--- src/rtl/beat_seq_pkg.sv ---
// Shared types and constants for the beat sequencer.
package beat_seq_pkg;

   typedef enum logic [1:0] {
      IDLE   = 2'd0,
      RUN    = 2'd1,
      PAUSED = 2'd2
   } state_t;

   localparam int unsigned BPM_MIN  = 40;
   localparam int unsigned BPM_MAX  = 240;
   localparam int unsigned BPM_STEP = 4;
   localparam int unsigned STEPS    = 16;
   localparam int unsigned STEP_W   = $clog2(STEPS);
   localparam int unsigned BPM_W    = 8;

endpackage

--- src/rtl/beat_sequencer_tempo_nco.sv ---
// Tempo phase accumulator: adds bpm each enabled cycle and emits a registered
// tick when the widened sum reaches CLK_HZ*15, keeping the remainder (no drift).
module tempo_nco
   import beat_seq_pkg::*;
#(
   parameter int unsigned CLK_HZ = 50_000_000
) (
   input  logic             clock,
   input  logic             resetn,
   input  logic             clear,
   input  logic             enable,
   input  logic [BPM_W-1:0] bpm,
   output logic             tick
);

   localparam int unsigned THRESH = CLK_HZ * 15;
   localparam int unsigned AW     = $clog2(THRESH + 255);

   logic [AW-1:0] r_acc;
   logic          r_tick;
   logic [AW:0]   w_sum;
   logic          w_wrap;

   assign w_sum  = {1'b0, r_acc} + (AW+1)'(bpm);
   assign w_wrap = (w_sum >= (AW+1)'(THRESH));

   always_ff @(posedge clock) begin
      if (!resetn) begin
         r_acc  <= '0;
         r_tick <= 1'b0;
      end else if (clear) begin
         r_acc  <= '0;
         r_tick <= 1'b0;
      end else if (enable) begin
         r_acc  <= w_wrap ? AW'(w_sum - (AW+1)'(THRESH)) : AW'(w_sum);
         r_tick <= w_wrap;
      end else begin
         r_tick <= 1'b0;
      end
   end

   assign tick = r_tick;

endmodule

--- src/rtl/beat_sequencer.sv ---
// Step sequencer: run/pause/stop FSM, step counter, tempo and pattern registers.
// Optional BEAT_SEQ_LOOP_LEN_EN adds the loop_len port to set the wrap step.
module beat_sequencer
   import beat_seq_pkg::*;
#(
   parameter int unsigned CLK_HZ      = 50_000_000,
   parameter int unsigned BPM_DEFAULT = 120
) (
   input  logic              clock,
   input  logic              resetn,
   input  logic              start,
   input  logic              stop,
   input  logic              pause,
   input  logic              tempo_up,
   input  logic              tempo_down,
   input  logic              edit_toggle,
   input  logic [STEP_W-1:0] edit_idx,
`ifdef BEAT_SEQ_LOOP_LEN_EN
   input  logic [STEP_W-1:0] loop_len,
`endif
   output logic [STEP_W-1:0] currentBeat,
   output logic [STEPS-1:0]  qOut,
   output logic              beat_tick,
   output logic              running,
   output logic [BPM_W-1:0]  bpm
);

   state_t            r_state;
   state_t            w_next_state;
   logic              w_clear;
   logic              w_restart;
   logic              w_nco_tick;
   logic [STEP_W-1:0] w_last;
   logic [STEP_W-1:0] w_beat_next;

   logic [STEP_W-1:0] r_beat;
   logic [STEPS-1:0]  r_pattern;
   logic [BPM_W-1:0]  r_bpm;
   logic              r_tick;
   logic              r_first;
   logic              r_running;

`ifdef BEAT_SEQ_LOOP_LEN_EN
   assign w_last = loop_len;
`else
   assign w_last = STEP_W'(STEPS - 1);
`endif

   // >= so a shrunk loop length wraps a step that is already past it
   assign w_beat_next = (r_beat >= w_last) ? '0 : r_beat + STEP_W'(1);

   always_ff @(posedge clock) begin
      if (!resetn) r_state <= IDLE;
      else         r_state <= w_next_state;
   end

   always_comb begin
      w_next_state = r_state;
      w_clear      = 1'b0;
      w_restart    = 1'b0;
      if (stop) begin
         w_next_state = IDLE;
         w_clear      = 1'b1;
      end else if (start) begin
         w_next_state = RUN;
         w_clear      = 1'b1;
         w_restart    = 1'b1;
      end else if (pause) begin
         case (r_state)
            RUN:     w_next_state = PAUSED;
            PAUSED:  w_next_state = RUN;
            default: w_next_state = r_state;
         endcase
      end
   end

   tempo_nco #(.CLK_HZ(CLK_HZ)) u_nco (
      .clock  (clock),
      .resetn (resetn),
      .clear  (w_clear),
      .enable (r_state == RUN),
      .bpm    (r_bpm),
      .tick   (w_nco_tick)
   );

   // Step counter; the cycle after a (re)start emits a tick for step 0 itself
   always_ff @(posedge clock) begin
      if (!resetn) begin
         r_beat    <= '0;
         r_tick    <= 1'b0;
         r_first   <= 1'b0;
         r_running <= 1'b0;
      end else begin
         r_running <= (w_next_state != IDLE);
         r_tick    <= 1'b0;
         if (w_clear) begin
            r_beat  <= '0;
            r_first <= w_restart;
         end else begin
            r_first <= 1'b0;
            if (r_first) begin
               r_tick <= 1'b1;
            end else if (w_nco_tick) begin
               r_tick <= 1'b1;
               r_beat <= w_beat_next;
            end
         end
      end
   end

   always_ff @(posedge clock) begin
      if (!resetn) begin
         r_bpm     <= BPM_W'(BPM_DEFAULT);
         r_pattern <= '0;
      end else begin
         if (tempo_up && !tempo_down) begin
            r_bpm <= (r_bpm >= BPM_W'(BPM_MAX - BPM_STEP)) ? BPM_W'(BPM_MAX)
                                                           : r_bpm + BPM_W'(BPM_STEP);
         end else if (tempo_down && !tempo_up) begin
            r_bpm <= (r_bpm <= BPM_W'(BPM_MIN + BPM_STEP)) ? BPM_W'(BPM_MIN)
                                                           : r_bpm - BPM_W'(BPM_STEP);
         end
         if (edit_toggle) begin
            r_pattern[edit_idx] <= ~r_pattern[edit_idx];
         end
      end
   end

   assign currentBeat = r_beat;
   assign qOut        = r_pattern;
   assign beat_tick   = r_tick;
   assign running     = r_running;
   assign bpm         = r_bpm;

endmodule

--- config.mk ---
export PLATFORM = sky130hd
export DESIGN_NAME = beat_sequencer
export DESIGN_NICKNAME = d
export VERILOG_FILES = /design/src/rtl/beat_seq_pkg.sv /design/src/rtl/beat_sequencer_tempo_nco.sv /design/src/rtl/beat_sequencer.sv
export SDC_FILE = /design/constraint.sdc
export NUM_CORES = 1
export LEC_CHECK = 0
export CAP_MARGIN = 20
export CORE_MARGIN = 3
export CORE_UTILIZATION = 50
export DETAILED_ROUTE_END_ITERATION = 8
export GPL_ROUTABILITY_DRIVEN = 0
export PLACE_DENSITY = 0.71
export SYNTH_ARGS = -nofsm -noshare
export SYNTH_HDL_FRONTEND = slang
export SYNTH_SLANG_ARGS = --single-unit
--- constraint.sdc ---
create_clock -name clock -period 5.7 [get_ports clock]
set_clock_uncertainty 0.15 [all_clocks]
set_input_delay 0.855 -clock clock [delete_from_list [all_inputs] [get_ports clock]]
set_output_delay 0.855 -clock clock [all_outputs]
set_load 0.03 [all_outputs]
==> results.md, run 1 <==
Floorplan:
- The total area inside the core boundary comes to approximately 0.0093 mm2.
- In this run the core area contains 35 standard-cell rows.
- The initial standard-cell utilization of the core is 51.6%.
- The die extent in y is 104 um.
- From left edge to right edge, the die measures around 100 um.
- The total die area is 0.0108 mm2.
- The number of top-level pins is 42.

Worst setup path:
- The critical path class is register to register.
- For the worst setup path, the data arrival time is between 5 and 6 ns.
- At the worst endpoint, the required time is ~5.8 ns.
- The peak per-stage delay on the critical path is around 0.51 ns.
- The worst path buffer plus inverter count is 0.
- The largest driver fanout on the critical path is 13.
- The kind of cell with the highest combined delay on the critical path is compound AO/OA/AOI/OAI gates.
- The slowest stage of the critical path belongs to the cell ha_1.
- Traced cell by cell, the critical path runs through ha_1 -> nand4_1 -> o22a_1 -> a21oi_2 -> nor2b_1 -> ha_1 -> nand4_1 -> a221oi_1 -> o211ai_1 -> nand3_2 -> o311a_1 -> o211ai_2 -> nand3_2 -> a311oi_1 -> o21ai_0 -> nor3b_1.
- The category of the worst setup path launch point is a register.
- STA classifies the critical path endpoint as a register.

Clock network:
- The post-CTS setup repair buffer count is 0.
- The count of clock tree sinks is 60.
- TritonCTS built the clock tree.
- The number of buffers on the longest clock path is 2.
- The total clock buffers created by CTS is 9.
- Clock latency on the worst-skew pair, taken at its later pin, is about 0.35 ns.
- The clock root buffer is clkbuf_8.
- Post-CTS repair changed the size of 0 cells.
- The hold buffer count at cts is 0.
- After clock tree synthesis, the clock-pin slew on the worst setup and hold paths is ~0.070 ns.
- The H-tree depth is 3.

Routing:
- Detailed routing placed a total of a little over 800 um of wire on met3.
- The number of nets still failing antenna checks after routing is 0.
- The number of vias in the routed layout is roughly 4,600.
- The final layout contains routed wiring with a total length of approximately 13 mm.
- The first-pass iteration count of the detailed router is 5.
- Using the TritonRoute via totals, the vias-per-cell ratio works out to between 6 and 7.
- In the final routing, the length of wire on met1 measures 5.59 mm.
- After detailed routing, the number of remaining DRC violations is 0.
- Wire segments on met2 add up to approximately 6 mm in the final route.
- The first routing iteration left 318 violations.
- After detailed routing, the average wire length per cell comes to 17.1 um.
- The top layer used by detailed routing is met4.

Final layout:
- The share of cells above drive strength 1 is around 10%.
- The post-route non-filler standard cell count is roughly 740.
- The filler cells instantiated in the layout total a little under 900.
- For this run, the post-layout net count is approximately 640.
- The repair_antennas step left the layout with diodes totalling 0.
- Once layout is done, the placed cells without fillers occupy about 0.0053 mm2.
- The layout overhead on the synthesized area is 11.0%.
- Leaving out fill and tap cells, the most frequent cell in the layout is nand2_1.
- The top cell types in the final layout, fill and taps aside, are nand2_1 (66), dfxtp_1 (60), nor2_1 (54).

Logic synthesis:
- After synthesis, the cell types taking the most area are dfxtp_1 (25%), nand2_1 (5.2%), xnor2_1 (4.4%), nor2_1 (4.2%), o211a_1 (3.8%).
- In the synthesized netlist the async set-or-reset flop fraction comes to 0%.
- Yosys mapped the design onto 85 distinct sky130hd cell types.
- After synthesis the cells add up to 0.00479 mm2.
- The sequential share of the synthesized area is ~25%.
- The most used flip-flop cell after synthesis is dfxtp_1.
- In this run, synthesis inferred 0 flip-flops with an integrated enable.
- The share of the synthesized area in the top cell type is about a quarter.
- The synthesized instance count is 595.
- The count of yosys warnings during synthesis is 0.
- The cell accounting for the most synthesized area is dfxtp_1.
- The synthesized design contains 60 register bits.
- A synthesized cell averages 8.05 um2.

Placement:
- The HPWL after detailed placement is between 9 and 10 mm.
- The count of buffers inserted at the top-level ports is 39.
- In this run the cell area measured after placement is around 0.0052 mm2.
- The number of placed instances with taps included is ~730.

GRT:
- The number of global-route vias before repair is about 4,300.
- The leftover overflow at the end of global routing is 0.
- Entering global routing, the biggest net connects 31 pins.
- The number of antenna violations at the first check in global routing is 0.
- Across every metal layer, demand over resource in global routing totals a little under a quarter.
- The first global-routing pass estimated between 20 and 25 mm of wire.

STA:
- The peak clock frequency supported by timing is between 150 and 200 MHz.
- Measured against its own limit, the worst slew margin works out to 42.1%.
- After layout, the minimum clock period comes to 5.05 ns.
- Setup violations remaining at the end of the flow were counted as 0.
- The total negative slack is 0 ns.
- The share of the cycle needed by the critical path after routing is about nine tenths.
- At the pin with the least slew margin, the transition time is 0.866 ns.
- The post-route worst hold slack is roughly 0.32 ns.
- The number of max-slew violations in the final report is 0.
- The number of hold violations in the final report is 0.
- Setup repair after global routing left no endpoint under its margin.

Run:
- The number of maximum-capacitance constraint violations is 0.

Pwr:
- In this run the power density over the cells is around 170 mW/mm2.
- IR analysis of the VDD net gives a maximum drop of roughly 0.00012 V.
- For this design the static power due to leakage is roughly 1.9 nW.

Outcome:
- The run finished with clean final reports.

Worst hold path:
- The path class of the tightest hold or removal check is register to register.
## state kept, by name, indices dropped and copies added, names as in the netlist
name / count
currentBeat: 4
u_nco.tick: 1
qOut: 16
running: 1
r_first: 1
u_nco.r_acc: 28
beat_tick: 1
bpm: 6
r_state: 2
## layer usage
| metal | up-vias | global-route usage (%) |
|---|---|---|
| li1 | 2235 | - |
| met1 | 2166 | 30.8 |
| met2 | 167 | 37.7 |
| met3 | 31 | 5.28 |
| met4 | 0 | 9.21 |
| met5 | - | 0 |
## final cells by class
class	count	area [um2]	area share, %
Clock buffer	10	128	2.40
Clock inverter	3	17.5	0.329
Inverter	12	45.0	0.847
Multi-Input combinational cell	485	3340	62.9
Sequential cell	60	1200	22.6
Tap cell	129	161	3.04
Timing Repair Buffer	43	420	7.91
## cells in the mapped netlist (all sizes together), types with 6 or more instances
cell type and instances:
inv 12, clkbuf 20, nor2b 7, a21oi 33
o211ai 13, a31oi 16, nor3 18, nor2 54
o21ai 37, nand3 27, or3 16, nand4 15
o211a 18, or2 7, nand2b 6, a211oi 7
mux2i 10, dfxtp 60, and3 10, buf 20
xor2 11, ha 12, nand2 66, xnor2 24
## path summary, 6_finish.rpt
| path | startpoint | to | slack (ns) | cells after the start |
|---|---|---|---|---|
| min reg2reg | u_nco.r_acc[7]$_SDFFE_PP0N_ | u_nco.r_acc[7]$_SDFFE_PP0N_ | 0.32 | 2 |
| max reg2reg | bpm[4]$_SDFFE_PN1P_ | u_nco.r_acc[14]$_SDFFE_PP0N_ | 0.65 | 16 |
| min | u_nco.r_acc[7]$_SDFFE_PP0N_ | u_nco.r_acc[7]$_SDFFE_PP0N_ | 0.32 | 2 |
| max | bpm[4]$_SDFFE_PN1P_ | u_nco.r_acc[14]$_SDFFE_PP0N_ | 0.65 | 16 |
## power breakdown
group / switching [mW] / internal [mW] / leakage (nW)
logic: 0.0749 / 0.0497 / 1.36
clock network: 0.171 / 0.149 / 0.0739
registers: 0.0120 / 0.427 / 0.485
## cell families after synthesis
group | Yosys count | share of synthesized area, %
other | 1 | 0.0783
and+or+nand+nor | 250 | 27.9
DFF | 60 | 25.1
adders and majority gates | 13 | 3.55
muxes | 15 | 4.52
AOI/OAI and AO/OA | 169 | 27.2
buffers and inverters | 52 | 5.28
xor gates and xnor gates | 35 | 6.40
## worst min-delay path, cell delays in order (launching register included)
cell	delay, ns
dfxtp_1	0.32
nand2_1	0.06
a21oi_1	0.05
## stage by stage
stage / util, % / worst slack, ns / power, mW
after floorplan: - / 1.45 / 0.534
after global placement: 55.7 / 0.963 / 0.569
after detailed placement: 55.7 / 0.780 / 0.572
after CTS: 57.3 / 0.734 / 0.892
after global routing: 57.3 / 0.325 / 0.917
final: 57.3 / 0.653 / 0.883
Power figures use the tool's default switching activity.
==> run 2: changes to the inputs <==
--- a/config.mk
+++ b/config.mk
@@ -10,6 +10,7 @@
 export CORE_UTILIZATION = 50
 export DETAILED_ROUTE_END_ITERATION = 8
 export GPL_ROUTABILITY_DRIVEN = 0
+export MAX_ROUTING_LAYER = met4
 export PLACE_DENSITY = 0.71
 export SYNTH_ARGS = -nofsm -noshare
 export SYNTH_HDL_FRONTEND = slang
==> run 2 against run 1 <==
Compared with the run above: cell area unchanged; combinational power about the same; worst setup slack better by 0.0042 ns; clock power about the same; die area unchanged; total power up 0.20%; routed wire length down 0.27%; sequential cell count unchanged; first-iteration DRC count down 11%; register-to-register slack about the same; largest power group unchanged.
==> results.md, run 2 (synthesis gave the netlist of run 1 again) <==
GRT:
- The number of antenna violations at the first check in global routing was 0 (unchanged).
- The total global-route track usage is 24.2% (+0.71 points).
- The leftover overflow at the end of global routing was 0 (unchanged).
- The number of global-route vias before repair is 4,355 (+0.14%).
- The maximum number of pins on one net before global-route repair was 31 (unchanged).
- The global-route wire length before repair is 21.2 mm (about the same).

STA:
- The time the final worst path needs with I/O delays and setup is 5.04 ns (-0.00416 ns).
- The worst slew margin relative to its limit is 41.9% (-0.17 points).
- Setup repair after global routing left no endpoint under its margin.
- The peak clock frequency supported by timing is 198 MHz (about the same).
- The actual transition at the worst max-transition pin is 0.869 ns (+0.00259 ns).
- The share of the cycle needed by the critical path after routing came to 88.5% (about the same).
- The total negative slack is 0 ns (unchanged).
- The number of hold violations in the final report is 0 (unchanged).
- The total setup violations reported at the end of the flow is 0 (unchanged).
- The number of max-slew violations in the final report is 0 (unchanged).

Pwr:
- The power density normalized to cell area was 166 mW/mm2 (+0.20%).
- The net switching share of the total power was 29.3% (+0.14 points).
- The part of the power in the clock network is 36.3% (about the same).
- The maximum vdd ir drop is 0.000125 V (+1.7%).
- The combinational fraction of design power is 14.1% (about the same).
- The switching power of the nets is 0.259 mW (+0.67%).
- The leakage power of the design is 1.92 nW (unchanged).
- The share of power burned in registers is 49.6% (about the same).
- The internal power is 0.625 mW (about the same).

Worst setup path:
- The worst reg2reg path startpoint is bpm[4]$_SDFFE_PN1P_.
- The data arrival time of the critical path is 5.12 ns (about the same).
- The largest driver fanout on the critical path was 13 (unchanged).
- The worst setup path is captured at a register.
- The critical path class is register to register.
- The number of cells on the worst reg-to-reg path is 16 (unchanged).
- The endpoint of the lowest-slack register-to-register path is u_nco.r_acc[14]$_SDFFE_PP0N_.
- The required time of the worst setup path was 5.78 ns (about the same).
- The category of the worst setup path launch point is a register.
- The register-to-register path setup slack is 0.66 ns (about the same).

Clock network:
- The hold buffer count at cts is 0 (unchanged).
- The number of instances resized during post-cts repair is 0 (unchanged).
- The number of buffers on the longest clock path is 2 (unchanged).
- The clock network latency to the later pin of the worst-skew pair came to 0.36 ns (about the same).
- The total clock buffers created by CTS is 9 (unchanged).
- The TritonCTS clock tree is done.
- The count of clock tree sinks is 60 (unchanged).
- The register clock-pin slew on the reported worst setup and hold paths is 0.07 ns (about the same).
- The post-CTS setup repair buffer count is 0 (unchanged).
- The clock root buffer is clkbuf_8.
- The H-tree depth was 3 (unchanged).

Final layout:
- The most flop-heavy register is u_nco.r_acc.
- The number of nets in the final layout came to 636 (unchanged).
- The flip-flop count of the largest register, all copies and words added was 28 (unchanged).
- The fill cell instance count of the final layout is 888 (unchanged).
- The cell area after layout is 0.00532 mm2 (unchanged).
- The share of cells above drive strength 1 came to 9.79% (unchanged).
- In the layout the commonest cells are nand2_1 (66), dfxtp_1 (60), nor2_1 (54).
- Leaving out fill and tap cells, the most frequent cell in the layout is nand2_1.
- The layout overhead on the synthesized area came to 11.0% (unchanged).
- The number of diodes is 0 (unchanged).

Worst hold path:
- The startpoint of the tightest hold check path is u_nco.r_acc[7]$_SDFFE_PP0N_.
- The worst hold path terminates at u_nco.r_acc[7]$_SDFFE_PP0N_.
- The worst hold path cell count is 2 (unchanged).
- The class of the tightest hold or removal check is register to register.

Placement:
- The placed standard-cell area was 0.00517 mm2 (unchanged).
- The HPWL after detailed placement is 9.02 mm (unchanged).
- The count of buffers inserted at the top-level ports is 39 (unchanged).

Outcome:
- The flow ran to the end, and the final reports show no timing, DRC or antenna violations.

Routing:
- The mean number of vias per cell is 6.14 (-1.0%).
- The detail-routed net length per standard cell came to 17.1 um (-0.27%).
- The number of vias in the routed layout is 4,553 (-1.0%).
- The violation count after the first detailed-routing iteration is 283 (-11%).
- The detailed-route wire length came to 12.7 mm (-0.27%).
- The number of nets still failing antenna checks after routing came to 0 (unchanged).
- The first-pass iteration count of the detailed router is 5 (unchanged).
- The detailed-route DRC error count was 0 (unchanged).

Floorplan:
- The total die area is 0.0108 mm2 (unchanged).
- The total core area was 0.00928 mm2 (unchanged).
- The number of top-level pins is 42 (unchanged).
- The number of core rows is 35 (unchanged).
- The die width came to 104 um (unchanged).
- The initial standard-cell utilization of the core is 51.6% (unchanged).
- The die extent in y came to 104 um (unchanged).

Run:
- The number of maximum-capacitance constraint violations came to 0 (unchanged).
run 2: cell counts in the layout (fill, tap and decap cells not counted):
Identical to the previous run, type by type.
run 2: worst max path at each step:
stage / start / endpoint / slack, ns / cells after the start
floorplan: bpm[3]$_SDFFE_PN1P_ / u_nco.r_acc[14]$_SDFFE_PP0N_ / 1.45 / 19
global placement: bpm[4]$_SDFFE_PN1P_ / u_nco.r_acc[14]$_SDFFE_PP0N_ / 0.96 / 16
detailed placement: bpm[3]$_SDFFE_PN1P_ / u_nco.r_acc[14]$_SDFFE_PP0N_ / 0.78 / 16
CTS: bpm[3]$_SDFFE_PN1P_ / u_nco.r_acc[14]$_SDFFE_PP0N_ / 0.73 / 16
global route: bpm[4]$_SDFFE_PN1P_ / u_nco.r_acc[14]$_SDFFE_PP0N_ / 0.32 / 16
finish: bpm[4]$_SDFFE_PN1P_ / u_nco.r_acc[14]$_SDFFE_PP0N_ / 0.66 / 16
run 2: per-stage QoR:
stage               instances  hold WS (ns)  setup slack (ns)  total power [mW]  util, %
detailed placement        729         0.312             0.780             0.572     55.7
floorplan                 597         0.286              1.45             0.534        -
global placement          729         0.296             0.963             0.569     55.7
finish                    742         0.321             0.657             0.884     57.3
global route              742         0.342             0.323             0.919     57.3
CTS                       742         0.322             0.734             0.892     57.3
run 2: power by group through the flow:
stage	clock (mW)	sequential [mW]	combinational [mW]
CTS	0.329	0.439	0.125
floorplan	0	0.456	0.0780
detailed placement	0	0.448	0.124
global placement	0	0.447	0.122
finish	0.321	0.439	0.124
global route	0.342	0.440	0.136
run 2: final cells by class:
cell class,count,area [um2],area share [%]
timing repair buffer,43,420,7.91
tap,129,161,3.04
inverter,12,45.0,0.847
clock buffer,10,128,2.40
multi-input combinational,485,3340,62.9
clock inverter,3,17.5,0.329
sequential,60,1200,22.6
run 2: per-layer routing:
layer	wire [um]	vias to the layer above	GRT usage, %
met1	5670	2132	31.1
met3	822	22	5.71
li1	-	2240	-
met4	259	0	8.07
met2	5910	159	37.7
met5	0	-	-
run 2: critical path, cell delays in order (launching register included):
cell,delay [ns]
dfxtp_1,0.43
ha_1,0.51
nand4_1,0.19
o22a_1,0.40
a21oi_2,0.44
nor2b_1,0.10
ha_1,0.23
nand4_1,0.11
a221oi_1,0.06
o211ai_1,0.24
nand3_2,0.17
o311a_1,0.41
o211ai_2,0.46
nand3_2,0.35
a311oi_1,0.40
o21ai_0,0.12
nor3b_1,0.16
